### src/rtl/skew_align_rx.sv
// Receive-side lane aligner: delays lane i by (D_max - depth[i]) so all bits of one launch leave together.
// Optional feature macro SKEW_ALIGN_CNT_EN adds a saturating 16-bit emitted-vector counter on out_count.
module skew_align_rx #(
    parameter int N_OUT       = 2,
    parameter int MAX_DEPTH   = 8,
    parameter int DEPTH_W     = 4,
    localparam int IDX_W      = (N_OUT > 1) ? $clog2(N_OUT) : 1
) (
    input  logic               clk,
    input  logic               rst,
    input  logic               cfg_we,
    input  logic [IDX_W-1:0]   cfg_idx,
    input  logic [DEPTH_W-1:0] cfg_depth,
    input  logic               cfg_commit,
    input  logic               cfg_clear,
    input  logic               in_valid,
    input  logic [N_OUT-1:0]   in_data,
    output logic               out_valid,
    output logic [N_OUT-1:0]   out_data,
    output logic               ready,
    output logic               cfg_err,
    output logic               drop,
    output logic [15:0]        out_count
);

    localparam logic [DEPTH_W-1:0] MAX_D    = DEPTH_W'(MAX_DEPTH);
    localparam logic [IDX_W-1:0]   LAST_IDX = IDX_W'(N_OUT - 1);

    typedef enum logic [1:0] {
        ST_IDLE = 2'd0,
        ST_ARM  = 2'd1,
        ST_RUN  = 2'd2
    } state_e;

    state_e               state_q, state_d;
    logic [DEPTH_W-1:0]   depth_q [N_OUT];
    logic [DEPTH_W-1:0]   depth_d [N_OUT];
    logic [DEPTH_W-1:0]   lat_q   [N_OUT];
    logic [DEPTH_W-1:0]   lat_d   [N_OUT];
    logic [DEPTH_W-1:0]   dmax_q, dmax_d;
    logic [DEPTH_W-1:0]   maxacc_q, maxacc_d;
    logic [DEPTH_W-1:0]   cand_s;
    logic [IDX_W-1:0]     scan_q, scan_d;
    logic [MAX_DEPTH-1:0] vld_sr_q, vld_sr_d;
    logic [MAX_DEPTH:0]   vld_pos_s;
    logic [MAX_DEPTH-1:0] lane_sr_q  [N_OUT];
    logic [MAX_DEPTH-1:0] lane_sr_d  [N_OUT];
    logic [MAX_DEPTH:0]   lane_pos_s [N_OUT];
    logic                 out_valid_q, out_valid_d;
    logic [N_OUT-1:0]     out_data_q, out_data_d;
    logic                 cfg_err_q, cfg_err_d;
    logic                 drop_q, drop_d;
    logic                 launch_s, flush_s, idx_ok_s;

    // Control FSM: depth writes, ARM max-scan, RUN gating, sticky error/drop flags
    always_comb begin
        state_d   = state_q;
        depth_d   = depth_q;
        lat_d     = lat_q;
        dmax_d    = dmax_q;
        maxacc_d  = maxacc_q;
        scan_d    = scan_q;
        cfg_err_d = cfg_err_q;
        drop_d    = drop_q;
        cand_s    = maxacc_q;
        launch_s  = 1'b0;
        flush_s   = 1'b0;
        idx_ok_s  = (int'(cfg_idx) < N_OUT);
        case (state_q)
            ST_IDLE: begin
                if (cfg_we && idx_ok_s) begin
                    depth_d[cfg_idx] = (cfg_depth > MAX_D) ? MAX_D : cfg_depth;
                end else begin
                    depth_d = depth_q;
                end
                cfg_err_d = cfg_err_q | (cfg_we & (~idx_ok_s | (cfg_depth > MAX_D)));
                drop_d    = drop_q | in_valid;
                if (cfg_commit) begin
                    state_d  = ST_ARM;
                    scan_d   = '0;
                    maxacc_d = '0;
                end else begin
                    state_d = ST_IDLE;
                end
            end
            ST_ARM: begin
                cand_s    = (depth_q[scan_q] > maxacc_q) ? depth_q[scan_q] : maxacc_q;
                maxacc_d  = cand_s;
                cfg_err_d = cfg_err_q | cfg_we | cfg_commit;
                drop_d    = drop_q | in_valid;
                // Last scan cycle: cand_s is the final D_max, so latch lane delays now
                if (scan_q == LAST_IDX) begin
                    dmax_d = cand_s;
                    for (int i = 0; i < N_OUT; i++) begin
                        lat_d[i] = cand_s - depth_q[i];
                    end
                    flush_s = 1'b1;
                    state_d = ST_RUN;
                end else begin
                    scan_d = scan_q + IDX_W'(1);
                end
            end
            ST_RUN: begin
                launch_s  = in_valid;
                cfg_err_d = cfg_err_q | cfg_we | cfg_commit;
            end
            default: begin
                state_d = ST_IDLE;
            end
        endcase
        flush_s = flush_s | cfg_clear;
        state_d = cfg_clear ? ST_IDLE : state_d;
    end

    // Valid and lane shift registers; position 0 is the live input so depth 0 is one register
    always_comb begin
        out_data_d  = '0;
        vld_pos_s   = {vld_sr_q, launch_s};
        vld_sr_d    = flush_s ? '0 : vld_pos_s[MAX_DEPTH-1:0];
        out_valid_d = (state_q == ST_RUN) && !cfg_clear && vld_pos_s[dmax_q];
        for (int i = 0; i < N_OUT; i++) begin
            lane_pos_s[i] = {lane_sr_q[i], in_data[i]};
            lane_sr_d[i]  = lane_pos_s[i][MAX_DEPTH-1:0];
            out_data_d[i] = lane_pos_s[i][lat_q[i]];
        end
    end

    // State and datapath registers
    always_ff @(posedge clk or posedge rst) begin
        if (rst) begin
            state_q     <= ST_IDLE;
            dmax_q      <= '0;
            maxacc_q    <= '0;
            scan_q      <= '0;
            vld_sr_q    <= '0;
            out_valid_q <= 1'b0;
            out_data_q  <= '0;
            cfg_err_q   <= 1'b0;
            drop_q      <= 1'b0;
            for (int i = 0; i < N_OUT; i++) begin
                depth_q[i]   <= '0;
                lat_q[i]     <= '0;
                lane_sr_q[i] <= '0;
            end
        end else begin
            state_q     <= state_d;
            depth_q     <= depth_d;
            lat_q       <= lat_d;
            dmax_q      <= dmax_d;
            maxacc_q    <= maxacc_d;
            scan_q      <= scan_d;
            vld_sr_q    <= vld_sr_d;
            lane_sr_q   <= lane_sr_d;
            out_valid_q <= out_valid_d;
            out_data_q  <= out_data_d;
            cfg_err_q   <= cfg_err_d;
            drop_q      <= drop_d;
        end
    end

`ifdef SKEW_ALIGN_CNT_EN
    logic [15:0] cnt_q, cnt_d;

    // Saturating count of emitted vectors, cleared only by rst
    always_comb begin
        cnt_d = (out_valid_q && (cnt_q != 16'hFFFF)) ? cnt_q + 16'd1 : cnt_q;
    end

    // Counter register
    always_ff @(posedge clk or posedge rst) begin
        if (rst) begin
            cnt_q <= 16'd0;
        end else begin
            cnt_q <= cnt_d;
        end
    end

    assign out_count = cnt_q;
`else
    assign out_count = 16'h0000;
`endif

    assign out_valid = out_valid_q;
    assign out_data  = out_data_q;
    assign ready     = (state_q == ST_RUN);
    assign cfg_err   = cfg_err_q;
    assign drop      = drop_q;

endmodule

### config.mk
export PLATFORM = sky130hd
export DESIGN_NAME = skew_align_rx
export DESIGN_NICKNAME = d
export VERILOG_FILES = /design/src/rtl/skew_align_rx.sv
export SDC_FILE = /design/constraint.sdc
export NUM_CORES = 1
export LEC_CHECK = 0
export CORE_UTILIZATION = 60
export CTS_CLUSTER_DIAMETER = 60
export DETAILED_ROUTE_END_ITERATION = 7
export PLACE_DENSITY = 0.95
export SLEW_MARGIN = 0
export SYNTH_ARGS = -nofsm -noshare
export SYNTH_HDL_FRONTEND = slang
export SYNTH_SLANG_ARGS = --single-unit
export TNS_END_PERCENT = 5
### constraint.sdc
create_clock -name clk -period 6.15 [get_ports clk]
set_input_delay 1.23 -clock clk [delete_from_list [all_inputs] [get_ports clk]]
set_output_delay 1.23 -clock clk [all_outputs]
set_load 0.01 [all_outputs]
==> qor.txt, run 1 <==
Logic pwr share: 46.2%
top post-synthesis cells by area: dfrtp_1 49%, ha_1 6.1%, mux4_2 4.7%, buf_4 4.2%, o21ai_0 3.8%
crit start category: register
failing checks: DRC
Crit Path Category: register to register
top fanout value on the critical path: 8
wire length on met1: 2.23 mm
H-tree Lvls: 2
Period Utilization, post-route: 54.6%
final hold vios: 0
Mapped Cells: 258
DRC: 3
Routed Antenna Nets: 0
predominant post-synthesis flop cell: dfrtp_1
Die ar.: 5050 um^2
register share of total power: 36.7%
Area Growth Syn to Fin: 9.57%
WL met2: 2.70 mm
Max Cap Viol: 0
yosys warns: 0
CP Cell Sequence: mux2_4, ha_1, nor2b_2, o211ai_2, a21oi_2, mux2i_1, ha_1, inv_1, a221oi_1, o311a_1, nor4_1, o31ai_1
pwr/cell area: 438 nW/um^2
Netlist cell types: 53
Post-CTS Resized: 0
post-synthesis sequential area ratio: 48.9%
Root Driver: clkbuf_8
Avg WL per Cell: 16.2 um
sequential cell area: 1400 um^2
Mapped Area: 2860 um^2
final cell count without fillers: 332
post-layout min period: 3360 ps
maximum buffer depth of the clock tree: 2
top-area cell type share of the netlist area: 48.9%
Yosys top cell by area: dfrtp_1
initial core utilization: 64.0%
via count: 1,924
clock share of power: 17.2%
Post-CTS Setup Repair Bufs: 0
Worst Setup SP: scan_q$_DFFE_PP0P_
post-synthesis adder-cell area fraction: 6.82%
largest family of logic cells by synthesized area: compound AO/OA/AOI/OAI gates
total gr overflow: 0
max-slew violation count: 0
R2R depth: 12
first-pass GRT wire length: 8.87 mm
ANT cells: 0
initial drt markers: 94
RR Endpoint: lat_q[3]$_DFFE_PP0P_
switching power: 540 uW
Detailed Place HPWL: 4.12 mm
Synth Area in XOR/XNOR: 1.22%
vias in the first global route: 1,889
layout cells sized above 1: 10.7%
footprint of the multi-input gates: 1320 um^2
Synth Area in Simple Gates: 12.0%
number of vias per cell: 5.80
Hold WS: 377 ps
site row count: 24
fin nets: 307
final WL: 5.38 mm
R2R Path Start: scan_q$_DFFE_PP0P_
CP arrival: 3580 ps
Compound-Gate Fraction of Synth Area: 13.6%
CP required: 6370 ps
CTS Hold Buffers Added: 0
clock sinks: 56
initial antenna violation count: 0
P_leak: 0.00143 uW
top metal layer carrying routed signals: met4
most common cell in the synthesized netlist: dfrtp_1
Yosys reg bits: 56
Hold WC Path Type: register to register
setup_tns: 0 ps
Worst slew margin: 54.3%
Clk pin slew, worst setup/hold paths: 90 ps
clk_skew: 4.29 ps
switch share: 39.3%
CTS Buf Count: 5
Critical Path Sink Type: register
Buffers on Ports: 18
core area: 4470 um^2
Synth top cells by count: 56 x dfrtp_1, 26 x nand2_1, 22 x o21ai_0
Slowest cell on crit path: dfrtp_1
TritonCTS clock tree: done
post-synthesis mux area share: 10.2%
clock latency at the later pin of the worst-skew pair: 310 ps
met3 wire len: 324 um
final setup vio count: 0
RSZ-0062 raised after global routing: false
routability cong.: 0.878
# IOs: 35
R2R Setup Slk: 2790 ps
VDD IR max: 0.272 mV
worst slew pin tran: 686 ps
internal power: 835 uW
Vert. Die Dim: 71.1 um
async set-reset flop share out of synthesis: 100%
all-layer global routing usage: 23.2%
Avg Cell Area, Syn: 11.1 um^2
layout filler cell count: 326
Detailed Routing Iterations Pass 1: 7
die width: 71.1 um
Fmax achieved: 298 MHz
outcome: finished, violations left
DP Cell Count: 324
largest net degree at the start of global routing: 57
most frequent CP cell: ha_1
Post-synth EDFFs: 0
critical path endpoint: lat_q[3]$_DFFE_PP0P_
CP max stage delay: 530 ps
==> final cells by class <==
| cell class | count | share of cell area, % |
|---|---|---|
| clock buffers | 6 | 2.31 |
| flip-flops and latches | 56 | 44.7 |
| repair buffers | 19 | 5.98 |
| well taps | 52 | 2.07 |
| inverters | 16 | 1.91 |
| clock inverters | 2 | 1.12 |
| multi-input cells | 181 | 41.9 |
==> worst max-delay path: cells and delay by family (launching register included) <==
family | cells | cell delay [ps]
muxes | 2 | 730
AOI/OAI and AO/OA | 5 | 1180
buffers and inverters | 1 | 60
and+or+nand+nor | 2 | 240
adders and majority gates | 2 | 510
DFF | 1 | 530
==> cells in the final DEF, fill, tap and decap left out, types with 2 or more instances in the layout <==
master           instances
o211a_1                  3
nand2_1                 26
conb_1                  16
clkbuf_8                 5
o22a_1                   2
clkdlybuf4s50_1         18
mux2i_1                  7
nand3_1                  3
a21oi_1                  6
o31a_1                   2
nor2_1                  10
xnor2_1                  3
mux2_2                   5
nor4b_1                  3
nand2b_1                 5
and2_1                  10
inv_1                   15
o21ai_0                 22
dfrtp_1                 56
mux2_4                   2
o21ai_1                  3
a31oi_1                  2
ha_1                    14
mux4_2                   6
a21o_1                   2
a21boi_1                 2
nor3_1                   2
==> metrics by stage <==
step	setup WS (ps)	power (uW)	cell area, um^2	util (%)
global route	2620	1460	3140	70.1
global placement	2960	1110	3030	67.7
finish	2790	1370	3140	70.1
CTS	2820	1380	3140	70.1
detailed placement	2820	1140	3030	67.7
floorplan	3160	987	2920	-
==> layer usage <==
layer  vias to the layer above  track usage [%]
met4                         0             8.00
met3                        10             4.84
met1                       930             28.8
met5                         -                0
li1                        914                -
met2                        70             40.4
==> worst min-delay path by stage <==
| stage | slack [ps] | to | cells past startpoint | from |
|---|---|---|---|---|
| 2_1_floorplan | 350 | lane_pos_s[12]$_DFF_PP0_ | 0 | lane_pos_s[11]$_DFF_PP0_ |
| 5_1_grt | 400 | lane_pos_s[17]$_DFF_PP0_ | 0 | lane_pos_s[16]$_DFF_PP0_ |
| 4_1_cts | 380 | lane_pos_s[4]$_DFF_PP0_ | 0 | lane_pos_s[3]$_DFF_PP0_ |
| 6_report | 380 | lane_pos_s[4]$_DFF_PP0_ | 0 | lane_pos_s[3]$_DFF_PP0_ |
| 3_5_place_dp | 360 | lane_pos_s[4]$_DFF_PP0_ | 0 | lane_pos_s[3]$_DFF_PP0_ |
| 3_3_place_gp | 350 | lane_pos_s[4]$_DFF_PP0_ | 0 | lane_pos_s[3]$_DFF_PP0_ |
==> state kept, by name (all words and copies together), names as in the netlist <==
register / flops
drop: 1
state_q: 2
out_valid: 1
out_data: 2
depth_q: 8
maxacc_q: 4
cfg_err: 1
scan_q: 1
lane_pos_s: 16
dmax_q: 4
lat_q: 8
vld_sr_q: 8
==> power groups by stage <==
stage	Combinational, uW	Clock (uW)	Sequential, uW
3_5_place_dp	628	0	512
6_report	634	236	504
4_1_cts	634	239	504
5_1_grt	693	252	514
3_3_place_gp	604	0	505
2_1_floorplan	499	0	488
==> kinds of logic (layout without fill, tap and decap cells) <==
logic type,after synthesis,count (layout)
xor gates and xnor gates,4,4
muxes,20,20
DFF,56,56
buffers and inverters,36,43
other,1,16
AOI/OAI and AO/OA,58,58
adders and majority gates,15,15
and+or+nand+nor,68,68
No activity file was read; power rests on OpenSTA's default activity.
==> run 2: changes to the inputs <==
--- a/config.mk
+++ b/config.mk
@@ -5,10 +5,10 @@
 export SDC_FILE = /design/constraint.sdc
 export NUM_CORES = 1
 export LEC_CHECK = 0
-export CORE_UTILIZATION = 60
+export CORE_UTILIZATION = 55
 export CTS_CLUSTER_DIAMETER = 60
 export DETAILED_ROUTE_END_ITERATION = 7
-export PLACE_DENSITY = 0.95
+export PLACE_DENSITY = 0.9
 export SLEW_MARGIN = 0
 export SYNTH_ARGS = -nofsm -noshare
 export SYNTH_HDL_FRONTEND = slang
==> constraint.sdc (replaced) <==
create_clock -name clk -period 3.25 [get_ports clk]
set_input_delay 0.65 -clock clk [delete_from_list [all_inputs] [get_ports clk]]
set_output_delay 0.65 -clock clk [all_outputs]
set_load 0.01 [all_outputs]
==> qor.txt, run 2 (synthesis gave the netlist of run 1 again) <==
worst slew pin tran: 645 ps (-40.9 ps)
TritonCTS clock tree: done
register share of total power: 34.2% (-2.5 points)
ANT cells: 0 (unchanged)
clk_skew: 5.22 ps (+0.923 ps)
Area Growth Syn to Fin: 13.5%
crit start category: register
clock latency at the later pin of the worst-skew pair: 310 ps (about the same)
Critical Path Sink Type: register
Root Driver: clkbuf_8
Post-CTS Resized: 0 (unchanged)
utilization after layout: 66.6% (-3.5 points)
Detailed Routing Iterations Pass 1: 4 (-3)
Largest register FFs: 16 (unchanged)
pwr/cell area: 855 nW/um^2 (+95%)
Detailed Place HPWL: 4.29 mm (+4.1%)
top fanout value on the critical path: 6 (-2)
outcome: finished, final reports clean
VDD IR max: 0.429 mV (+58%)
CP arrival: 3320 ps (-260 ps)
initial drt markers: 84 (-11%)
layout filler cell count: 396 (+21%)
H-tree Lvls: 2 (unchanged)
switching power: 1120 uW (+110%)
hold path endpoint: lane_pos_s[13]$_DFF_PP0_
Vert. Die Dim: 74.2 um (+4.3%)
clock share of power: 14.2% (-3.0 points)
fin nets: 313 (+2.0%)
Fmax achieved: 322 MHz (+8.2%)
worst setup margin: 145 ps (-2640 ps)
final hold vios: 0 (unchanged)
P_leak: 0.00146 uW (+2.0%)
post-layout min period: 3100 ps (-256 ps)
die width: 74.2 um (+4.3%)
first-pass GRT wire length: 9.74 mm (+9.8%)
Die ar.: 5500 um^2 (+8.8%)
CP required: 3470 ps (-2900 ps)
Worst Setup SP: scan_q$_DFFE_PP0P_
initial core utilization: 58.7% (-5.3 points)
Most Crowded Layer GR: met2
layout cells sized above 1: 14.7% (+4.0 points)
internal power: 1660 uW (+99%)
RR Endpoint: lat_q[3]$_DFFE_PP0P_
R2R depth: 12 (unchanged)
critical hold path startpoint: lane_pos_s[12]$_DFF_PP0_
initial antenna violation count: 0 (unchanged)
Power, Total: 2780 uW (+100%)
largest net degree at the start of global routing: 30 (-47%)
clock sinks: 56 (unchanged)
switch share: 40.1% (+0.85 points)
GRT met2 Usage: 42.9% (+2.5 points)
DRC: 0 (-3)
core area: 4880 um^2 (+9.1%)
CTS Hold Buffers Added: 0 (unchanged)
Hold WC Path Type: register to register
hold depth: 0 (unchanged)
Period Utilization, post-route: 95.5% (+41 points)
Crit Path Category: register to register
number of vias per cell: 5.50 (-5.1%)
met3 Track Usage GR: 4.61% (-0.24 points)
total gr overflow: 0 (unchanged)
commonest non-fill, non-tap cell in the layout: dfrtp_1
Buffers on Ports: 18 (unchanged)
Avg WL per Cell: 16.2 um (-0.26%)
Clk pin slew, worst setup/hold paths: 90 ps (about the same)
vias in the first global route: 2,054 (+8.7%)
M1 GR Usage: 29.1% (+0.28 points)
CTS Buf Count: 5 (unchanged)
Worst slew margin: 56.9% (+2.6 points)
Max Cap Viol: 0 (unchanged)
maximum buffer depth of the clock tree: 2 (unchanged)
R2R Path Start: scan_q$_DFFE_PP0P_
# IOs: 35 (unchanged)
Post-CTS Setup Repair Bufs: 0 (unchanged)
final WL: 5.69 mm (+5.7%)
pre-CTS setup slack: 74.2 ps (-2740 ps)
commonest non-fill, non-tap cells in the layout: 56 x dfrtp_1, 25 x nand2_1, 22 x o21ai_0
Routed Antenna Nets: 0 (unchanged)
R2R Setup Slk: 150 ps (-2640 ps)
max-slew violation count: 0 (unchanged)
site row count: 25 (+4.2%)
routability cong.: 0.906 (+3.2%)
all-layer global routing usage: 24.3% (+1.1 points)
via count: 1,936 (+0.62%)
Logic pwr share: 51.5% (+5.3 points)
final setup vio count: 0 (unchanged)
## run 2: stage by stage
stage | setup TNS [ps] | std cells | hold WS (ps) | area, um^2
3_3_place_gp | 0 | 345 | 355 | 3090
5_1_grt | -95.7 | 352 | 389 | 3250
6_report | 0 | 352 | 379 | 3250
4_1_cts | 0 | 352 | 381 | 3190
3_5_place_dp | 0 | 345 | 361 | 3090
2_1_floorplan | 0 | 273 | 349 | 2920
## run 2: metal layers
metal  vias up  wire length (um)  part of all wire [%]
met3        12               154                   2.7
met1       954              2450                    43
met5         -                 0                     0
met4         0               138                   2.4
li1        924                 -                     -
met2        46              2940                    52
## run 2: layout make-up
type                    instances  area, um^2  area share [%]
inverters                      16        60.1            1.85
multi-input cells             181        1380            42.4
clock buffers                   7        96.3            2.96
flip-flops and latches         56        1400            43.1
repair buffers                 25         233            7.16
well taps                      67        83.8            2.58
## run 2: worst max-delay path by stage
stage                                 to  slack, ps  depth (start not counted)
floorplan           lat_q[2]$_DFFE_PP0P_        260                         13
global placement    lat_q[3]$_DFFE_PP0P_        170                         12
detailed placement  lat_q[3]$_DFFE_PP0P_         70                         12
CTS                 lat_q[3]$_DFFE_PP0P_         40                         12
global route        lat_q[3]$_DFFE_PP0P_        -60                         13
finish              lat_q[3]$_DFFE_PP0P_        150                         12
## run 2: worst max-delay path, stage by stage, from the launching register on
cell and delay, ps:
dfrtp_1 430, mux2_4 320, ha_1 420, and4_1 390, nor2_2 100, o21ai_4 100
nand2_2 110, inv_2 90, ha_1 250, a221oi_2 270, o311a_1 240, nor4_1 70
o31ai_1 230
## run 2: power groups by stage
stage | sequential [uW] | clock [uW] | combinational, uW
4_1_cts | 949 | 407 | 1260
6_report | 952 | 396 | 1430
3_5_place_dp | 961 | 0 | 1240
5_1_grt | 967 | 432 | 1560
2_1_floorplan | 923 | 0 | 944
3_3_place_gp | 948 | 0 | 1200
==> run 3: changes to the inputs <==
--- a/config.mk
+++ b/config.mk
@@ -6,9 +6,9 @@
 export NUM_CORES = 1
 export LEC_CHECK = 0
 export CORE_UTILIZATION = 55
-export CTS_CLUSTER_DIAMETER = 60
 export DETAILED_ROUTE_END_ITERATION = 7
 export PLACE_DENSITY = 0.9
+export SKIP_CTS_REPAIR_TIMING = 1
 export SLEW_MARGIN = 0
 export SYNTH_ARGS = -nofsm -noshare
 export SYNTH_HDL_FRONTEND = slang
==> results of run 3 <==
The final DEF is identical to that of run 2; final timing and power are the same.
